--- config.mk ---
export PLATFORM = sky130hd
export DESIGN_NAME = pc_sequencer_flat
export DESIGN_NICKNAME = d
export VERILOG_FILES = /design/src/rtl/pc_sequencer_if.sv /design/src/rtl/pc_sequencer.sv /design/src/flat_wrapper.sv
export SDC_FILE = /design/constraint.sdc
export NUM_CORES = 1
export LEC_CHECK = 0
export CORE_MARGIN = 4
export CORE_UTILIZATION = 30
export DETAILED_ROUTE_END_ITERATION = 16
export REMOVE_ABC_BUFFERS = 1
export SLEW_MARGIN = 10
export SYNTH_ARGS = -nofsm -noshare
export SYNTH_HDL_FRONTEND = slang
export SYNTH_SLANG_ARGS = --single-unit
--- constraint.sdc ---
create_clock -name clk -period 8.8 [get_ports clk]
set_clock_uncertainty 0.15 [all_clocks]
set_input_delay 2.2 -clock clk [delete_from_list [all_inputs] [get_ports clk]]
set_output_delay 2.2 -clock clk [all_outputs]
set_load 0.005 [all_outputs]
--- src/rtl/pc_sequencer_if.sv ---
// Control-unit to sequencer bus: flow control, stack commands, interrupt lines and status.
// Latency: none; this is only a bundle of wires.
// Backpressure: none; the sequencer acts on every command in the cycle it is presented.
interface pc_sequencer_if #(
    parameter int AW    = 10,
    parameter int DEPTH = 8,
    parameter int NIRQ  = 4
);
    localparam int SPW = $clog2(DEPTH + 1);

    // control unit -> sequencer
    logic            s_inc;
    logic [AW-1:0]   jump_addr;
    logic            call;
    logic            ret;
    logic            reti;
    logic            ie_set;
    logic            ie_clr;
    logic [NIRQ-1:0] irq;
    logic [NIRQ-1:0] irq_mask;

    // sequencer -> control unit / program memory
    logic [AW-1:0]   pc;
    logic            in_isr;
    logic [NIRQ-1:0] irq_ack;
    logic [SPW-1:0]  sp;
    logic            stack_ovf;
    logic            stack_unf;

    modport master (
        output s_inc, jump_addr, call, ret, reti, ie_set, ie_clr, irq, irq_mask,
        input  pc, in_isr, irq_ack, sp, stack_ovf, stack_unf
    );

    modport slave (
        input  s_inc, jump_addr, call, ret, reti, ie_set, ie_clr, irq, irq_mask,
        output pc, in_isr, irq_ack, sp, stack_ovf, stack_unf
    );
endinterface

--- src/rtl/pc_sequencer.sv ---
// Program sequencer: PC register, call/return stack and vectored interrupt controller.
// Latency: one cycle; every command shows up in pc after the next rising edge.
// Backpressure: none; a full stack keeps interrupts pending and flags overflow on call.
module pc_sequencer #(
    parameter int            AW         = 10,
    parameter int            DEPTH      = 8,
    parameter int            NIRQ       = 4,
    parameter logic [AW-1:0] VEC_BASE   = AW'(10'h384),
    parameter int            VEC_STRIDE = 4
) (
    input  logic          clk,
    input  logic          reset,
    pc_sequencer_if.slave bus
);
    localparam int SPW = $clog2(DEPTH + 1);
    localparam int SIW = (DEPTH > 1) ? $clog2(DEPTH) : 1;
    localparam int IW  = (NIRQ > 1) ? $clog2(NIRQ) : 1;

    // architectural state
    logic [AW-1:0]   pc_q;
    logic [SPW-1:0]  sp_q;
    logic [NIRQ-1:0] pending_q;
    logic [NIRQ-1:0] irq_prev_q;
    logic [NIRQ-1:0] ack_q;
    logic            ie_q;
    logic            in_isr_q;
    logic            ovf_q;
    logic            unf_q;
    logic [AW-1:0]   stack [DEPTH];

    // next-state values
    logic [AW-1:0]   pc_nxt;
    logic [SPW-1:0]  sp_nxt;
    logic [NIRQ-1:0] pending_nxt;
    logic [NIRQ-1:0] ack_nxt;
    logic            ie_nxt;
    logic            in_isr_nxt;
    logic            ovf_nxt;
    logic            unf_nxt;

    // datapath helpers
    logic [AW-1:0]   pc_inc;
    logic [AW-1:0]   flow_pc;
    logic [AW-1:0]   vec_addr;
    logic [AW-1:0]   push_val;
    logic [NIRQ-1:0] eligible;
    logic [NIRQ-1:0] take_oh;
    logic [IW-1:0]   take_idx;
    logic            take;
    logic            do_ret;
    logic            stack_full;
    logic            stack_empty;
    logic            push_en;
    logic [SIW-1:0]  push_idx;
    logic [SIW-1:0]  pop_idx;

    assign pc_inc      = pc_q + AW'(1);
    assign flow_pc     = bus.s_inc ? pc_inc : bus.jump_addr;
    assign do_ret      = bus.ret | bus.reti;
    assign stack_full  = (sp_q == SPW'(DEPTH));
    assign stack_empty = (sp_q == '0);
    assign push_idx    = sp_q[SIW-1:0];
    assign pop_idx     = SIW'(sp_q - SPW'(1));

    // Pick the lowest-numbered pending, unmasked line and form its vector address.
    always_comb begin
        eligible = pending_q & bus.irq_mask;
        take_idx = '0;
        take_oh  = '0;
        for (int i = NIRQ - 1; i >= 0; i--) begin
            if (eligible[i]) begin
                take_idx = IW'(i);
                take_oh  = NIRQ'(1) << i;
            end
        end
        // Product wraps modulo 2^AW, so truncating the stride first is harmless.
        vec_addr = VEC_BASE + AW'(take_idx) * AW'(VEC_STRIDE);
        // A return in the same cycle finishes first; the vector waits one edge.
        take = ie_q && !in_isr_q && (|eligible) && !stack_full && !do_ret;
    end

    // One action per cycle: interrupt take, then return, then call, then plain flow.
    always_comb begin
        pc_nxt     = flow_pc;
        sp_nxt     = sp_q;
        push_en    = 1'b0;
        push_val   = pc_inc;
        in_isr_nxt = in_isr_q;
        ack_nxt    = '0;
        ovf_nxt    = ovf_q;
        unf_nxt    = unf_q;

        if (take) begin
            // Save where the interrupted flow would have gone; a concurrent call's
            // own return address is dropped and its target becomes the resume point.
            push_en    = 1'b1;
            push_val   = bus.call ? bus.jump_addr : flow_pc;
            sp_nxt     = sp_q + SPW'(1);
            pc_nxt     = vec_addr;
            in_isr_nxt = 1'b1;
            ack_nxt    = take_oh;
        end else if (do_ret) begin
            if (!stack_empty) begin
                pc_nxt = stack[pop_idx];
                sp_nxt = sp_q - SPW'(1);
            end else begin
                unf_nxt = 1'b1;
                pc_nxt  = pc_inc;
            end
            if (bus.reti) begin
                in_isr_nxt = 1'b0;
            end
        end else if (bus.call) begin
            pc_nxt = bus.jump_addr;
            if (!stack_full) begin
                push_en  = 1'b1;
                push_val = pc_inc;
                sp_nxt   = sp_q + SPW'(1);
            end else begin
                ovf_nxt = 1'b1;
            end
        end

        // Clearing ie dominates setting it; both only gate takes from the next cycle.
        if (bus.ie_clr) begin
            ie_nxt = 1'b0;
        end else if (bus.ie_set) begin
            ie_nxt = 1'b1;
        end else begin
            ie_nxt = ie_q;
        end

        // Masking never drops a request; only taking the line clears it.
        pending_nxt = (pending_q & ~ack_nxt) | (bus.irq & ~irq_prev_q);
    end

    // State register with synchronous active-low reset.
    always_ff @(posedge clk) begin
        if (!reset) begin
            pc_q       <= '0;
            sp_q       <= '0;
            pending_q  <= '0;
            irq_prev_q <= '0;
            ack_q      <= '0;
            ie_q       <= 1'b0;
            in_isr_q   <= 1'b0;
            ovf_q      <= 1'b0;
            unf_q      <= 1'b0;
        end else begin
            pc_q       <= pc_nxt;
            sp_q       <= sp_nxt;
            pending_q  <= pending_nxt;
            irq_prev_q <= bus.irq;
            ack_q      <= ack_nxt;
            ie_q       <= ie_nxt;
            in_isr_q   <= in_isr_nxt;
            ovf_q      <= ovf_nxt;
            unf_q      <= unf_nxt;
        end
    end

    // Return-stack storage; contents are meaningless once sp says so, so no reset.
    always_ff @(posedge clk) begin
        if (reset && push_en) begin
            stack[push_idx] <= push_val;
        end
    end

    assign bus.pc        = pc_q;
    assign bus.sp        = sp_q;
    assign bus.in_isr    = in_isr_q;
    assign bus.irq_ack   = ack_q;
    assign bus.stack_ovf = ovf_q;
    assign bus.stack_unf = unf_q;
endmodule

--- src/flat_wrapper.sv ---
// flat-port wrapper written by rule: the top's interface ports become plain ports
module pc_sequencer_flat 
#(
    parameter int            AW         = 10,
    parameter int            DEPTH      = 8,
    parameter int            NIRQ       = 4,
    parameter logic [AW-1:0] VEC_BASE   = AW'(10'h384),
    parameter int            VEC_STRIDE = 4
)
  (clk, reset, bus_s_inc, bus_jump_addr, bus_call, bus_ret, bus_reti, bus_ie_set, bus_ie_clr, bus_irq, bus_irq_mask, bus_pc, bus_in_isr, bus_irq_ack, bus_sp, bus_stack_ovf, bus_stack_unf);
  pc_sequencer_if #(.AW(AW), .DEPTH(DEPTH), .NIRQ(NIRQ)) bus_i ();
  input  logic clk;
  input  logic reset;
  input wire logic [$bits(bus_i.s_inc)-1:0] bus_s_inc;
  input wire logic [$bits(bus_i.jump_addr)-1:0] bus_jump_addr;
  input wire logic [$bits(bus_i.call)-1:0] bus_call;
  input wire logic [$bits(bus_i.ret)-1:0] bus_ret;
  input wire logic [$bits(bus_i.reti)-1:0] bus_reti;
  input wire logic [$bits(bus_i.ie_set)-1:0] bus_ie_set;
  input wire logic [$bits(bus_i.ie_clr)-1:0] bus_ie_clr;
  input wire logic [$bits(bus_i.irq)-1:0] bus_irq;
  input wire logic [$bits(bus_i.irq_mask)-1:0] bus_irq_mask;
  output wire logic [$bits(bus_i.pc)-1:0] bus_pc;
  output wire logic [$bits(bus_i.in_isr)-1:0] bus_in_isr;
  output wire logic [$bits(bus_i.irq_ack)-1:0] bus_irq_ack;
  output wire logic [$bits(bus_i.sp)-1:0] bus_sp;
  output wire logic [$bits(bus_i.stack_ovf)-1:0] bus_stack_ovf;
  output wire logic [$bits(bus_i.stack_unf)-1:0] bus_stack_unf;
  assign bus_i.s_inc = bus_s_inc;
  assign bus_i.jump_addr = bus_jump_addr;
  assign bus_i.call = bus_call;
  assign bus_i.ret = bus_ret;
  assign bus_i.reti = bus_reti;
  assign bus_i.ie_set = bus_ie_set;
  assign bus_i.ie_clr = bus_ie_clr;
  assign bus_i.irq = bus_irq;
  assign bus_i.irq_mask = bus_irq_mask;
  assign bus_pc = bus_i.pc;
  assign bus_in_isr = bus_i.in_isr;
  assign bus_irq_ack = bus_i.irq_ack;
  assign bus_sp = bus_i.sp;
  assign bus_stack_ovf = bus_i.stack_ovf;
  assign bus_stack_unf = bus_i.stack_unf;
  pc_sequencer #(.AW(AW), .DEPTH(DEPTH), .NIRQ(NIRQ), .VEC_BASE(VEC_BASE), .VEC_STRIDE(VEC_STRIDE)) u_core (.clk(clk), .reset(reset), .bus(bus_i));
endmodule
==> impl_metrics.py <==
metrics = {
    "status": {
        "outcome": "finished clean",
    },
    "logic_synthesis": {
        "area_fraction_in_compound_gates_after_synthesis_pct": 8.672,
        "ys.warnings.count": 0,
        "main_combinational_cell_family_by_area_after_synthesis": "simple AND/OR/NAND/NOR gates",
        "yosysSeqAreaShare_pct": 62.88,
        "total_standard_cell_area_after_synthesis_um2": 4776,
        "postSynthAreaPerCell_um2": 13.49,
        "yosys_register_bits": 110,
        "yosys.area_share.xor_xnor_pct": 2.541,
        "synthAdderAreaFrac_pct": 1.048,
        "synth_enable_flop_cells": 80,
        "yosys_most_used_dff": "edfxtp_1",
        "ys_async_sr_fraction_pct": 0,
        "synth.mux.area_fraction_pct": 10.98,
        "yosys.area_share.simple_pct": 11.87,
        "synth_instances": 354,
        "synth.distinct_cells": 52,
    },
    "timing": {
        "min_period_over_period_pct": 55.71,
        "timing.max_slew.rel_slack_pct": 41.09,
        "final.setup.tns_ns": 0,
        "finalWorstPathRequiredPeriod_ns": 4.902,
        "timing.final.max_slew_violations": 0,
        "hold_viol": 0,
        "setup_violations": 0,
        "rsz0062_at_grt": "no",
        "max_freq_mhz": 204.0,
        "timing_worst_slew_pin_value_ns": 0.8836,
    },
    "worst_setup_path": {
        "r2r-start": "u_core.bus.sp[0]",
        "rrSetupSlack_ns": 4.87,
        "worst-path-max-fanout": 10,
        "worst_ep_arrival_time_ns": 4.73,
        "crit_path_start_kind": "primary input",
        "path_delay_family": "simple AND/OR/NAND/NOR gates",
        "worst-setup-path-type": "primary input to flop",
        "critical_path.max_stage_delay_ns": 0.72,
        "reg2regPathDepth": 7,
        "critPathSlowestCell": "nor2_1",
        "crit_buf_inv": 2,
        "endpoint_kind": "flop",
        "critical_path.cell_chain": "clkdlybuf4s50_1 > or2_1 > a2111oi_2 > buf_4 > o211ai_2 > nor2_1",
        "cp.required_ns": 8.63,
        "critical_path_depth": 6,
        "timing.rr.end": "u_core.stack[3][0]",
    },
    "layout": {
        "layout.nets": 428,
        "final_layout_size_suffix_gt1_share_pct": 12.90,
        "antenna_cells": 0,
        "multiInputGateArea_um2": 1677,
        "final-seq-area_um2": 3004,
        "fillerInstances": 1454,
        "finalNonFillerCells": 614,
        "area_growth_syn_to_layout_pct": 20.72,
    },
    "clock_network": {
        "clkTransAtPathRegs_ns": 0.07,
        "ctsHoldBuffers": 0,
        "ctsRootBufferMaster": "clkbuf_16",
        "cts.htree.levels": 3,
        "cts_num_sinks": 110,
        "cts.path.max_buffers": 2,
        "clock_latency_ns": 0.35,
        "cts_tree": "yes",
        "ctsResizeCount": 0,
        "postCtsSetupRepairBufs": 0,
        "tritoncts_buffers": 9,
    },
    "routing": {
        "drc_errors": 0,
        "via_count": 3045,
        "avgViaCountPerCell": 4.959,
        "dr.first_iter.drc_count": 325,
        "drt_pre_antenna_iters": 4,
        "antenna_left": 0,
        "avgRoutedWirePerCell_um": 18.79,
        "wl_um": 11540,
    },
    "grt": {
        "grt_pass1_wl_um": 18450,
        "total_overflow_reported_by_the_global_router": 0,
        "antenna_found_initial": 0,
        "gr-usage-all-layers_pct": 13.36,
        "grt_pass1_vias": 3146,
        "grt_max_degree": 30,
    },
    "pwr": {
        "net_switching_power_mw": 0.6400,
        "p_per_area_nw_per_um2": 317.5,
        "worst_ir_drop_vdd_v": 0.0001220,
        "combinationalPowerShare_pct": 36.1,
        "power_leakage_nw": 1.892,
        "sw_frac_of_total_pct": 34.96,
        "p_int_mw": 1.191,
        "clock_power_share_pct": 23.5,
        "power.sequential.fraction_pct": 40.4,
    },
    "die": {
        "standard_cell_row_count": 45,
        "core_region_area_um2": 15370,
        "die_y_um": 134.2,
        "floorplan.die.width_um": 134.2,
        "effective_utilization_at_floorplan_pct": 31.07,
        "top_level_ports": 47,
        "dieArea_um2": 18000,
    },
    "worst_hold_path": {
        "hold_path.class": "flop to flop",
        "hp-start": "u_core.pending_q[1]",
        "holdPathEnd": "u_core.bus.irq_ack[1]",
        "hold_path_depth": 2,
    },
    "place": {
        "number_of_port_buffers": 46,
        "place.detailed.instances": 598,
        "finalWeightedCongestion": 0.8221,
        "dpl.hpwl_um": 8431,
    },
    "job": {
        "max_cap_viol_count": 0,
    },
}
[worst max path at each step]
stage | start | endpoint | slack (ns)
2_1_floorplan | bus_ret | u_core.stack[2][0] | 3.94
3_3_place_gp | bus_ret | u_core.stack[1][1] | 3.56
3_5_place_dp | bus_reti | u_core.stack[3][5] | 3.49
4_1_cts | bus_reti | u_core.stack[3][6] | 3.87
5_1_grt | bus_reti | u_core.stack[3][9] | 3.63
6_report | bus_reti | u_core.stack[3][0] | 3.90
[cell usage after synthesis (all sizes together), types with 6 or more instances]
| library cell | n | share of area (%) |
|---|---|---|
| a21oi | 21 | 2.2 |
| buf | 8 | 1.0 |
| clkbuf | 9 | 0.71 |
| dfxtp | 30 | 13 |
| edfxtp | 80 | 50 |
| mux4 | 20 | 9.4 |
| nand2 | 37 | 2.9 |
| nand2b | 8 | 1.1 |
| nand3 | 15 | 1.7 |
| nor2 | 35 | 2.8 |
| nor3 | 8 | 0.84 |
| o21ai | 7 | 0.73 |
| xnor2 | 7 | 1.3 |
| xor2 | 6 | 1.3 |
[layout make-up]
type	instances	share of cell area, %
clock buffers	9	3.906
clock inverters	7	1.562
inverters	4	0.2604
multi-input cells	223	29.08
flip-flops and latches	110	52.11
well taps	211	4.579
repair buffers	50	8.507
[kinds of logic (layout without fill, tap and decap cells)]
logic type	after synthesis	count (layout)
AOI/OAI and AO/OA	58	58
xor gates and xnor gates	13	13
adders and majority gates	4	4
buffers and inverters	21	70
DFF	110	110
muxes	27	27
and+or+nand+nor	121	121
[stage by stage]
step / setup slack (ns) / util (%) / power (mW) / hold slack [ns] / cell area, um2
2_1_floorplan: 3.939 / - / 1.155 / 0.2988 / 4695
3_3_place_gp: 3.560 / 35.46 / 1.411 / 0.3140 / 5450
3_5_place_dp: 3.494 / 35.46 / 1.420 / 0.3184 / 5450
4_1_cts: 3.875 / 37.51 / 1.847 / 0.3276 / 5766
5_1_grt: 3.628 / 37.51 / 1.937 / 0.3550 / 5766
6_report: 3.898 / 37.51 / 1.831 / 0.3264 / 5766
[power by group through the flow]
stage,Combinational (mW),Sequential (mW),Clock [mW]
after floorplan,0.422,0.732,0
after global placement,0.658,0.753,0
after detailed placement,0.665,0.755,0
after CTS,0.666,0.743,0.439
after global routing,0.723,0.754,0.460
final,0.660,0.740,0.430
[worst register-to-register path, stage by stage, from the launching register on]
cell and delay [ns]:
dfxtp_2 0.90, inv_1 0.18, ha_1 0.37, and3b_2 0.30
a2111oi_2 0.52, buf_4 0.28, o211ai_2 0.15, nor2_1 0.72
[cell usage in the layout, fill, tap and decap left out, types with 3 or more instances in the layout]
cell and n:
and2_1 4, xor2_1 5, inv_1 4, o21ai_0 6, mux2i_1 4, a21oi_1 21
mux4_2 20, clkdlybuf4s50_1 46, inv_8 3, clkbuf_16 9, buf_4 4, nor2b_1 4
mux2_1 3, ha_1 4, nand3_1 14, nand2b_1 7, dfxtp_1 29, nor2_1 35
o31ai_1 4, nand2_1 37, o22ai_1 3, inv_6 3, nor3_1 8, xnor2_1 7
edfxtp_1 80
[registers in the layout, summed over array words and instances, names as in the netlist]
register              flops
u_core.stack             80
u_core.bus.pc            10
u_core.bus.irq_ack        4
u_core.bus.sp             4
u_core.irq_prev_q         4
u_core.pending_q          4
u_core.bus.in_isr         1
u_core.bus.stack_ovf      1
u_core.bus.stack_unf      1
u_core.ie_q               1
[metal layers]
| metal | wire length (um) | vias to the layer above | GRT usage [%] |
|---|---|---|---|
| met5 | 0 | - | 0 |
| met1 | 5095 | 1477 | 18.27 |
| met3 | 805 | 20 | 3.338 |
| met2 | 5385 | 119 | 20.84 |
| li1 | - | 1429 | - |
| met4 | 252 | 0 | 4.581 |
No activity file was read; power rests on OpenSTA's default activity.
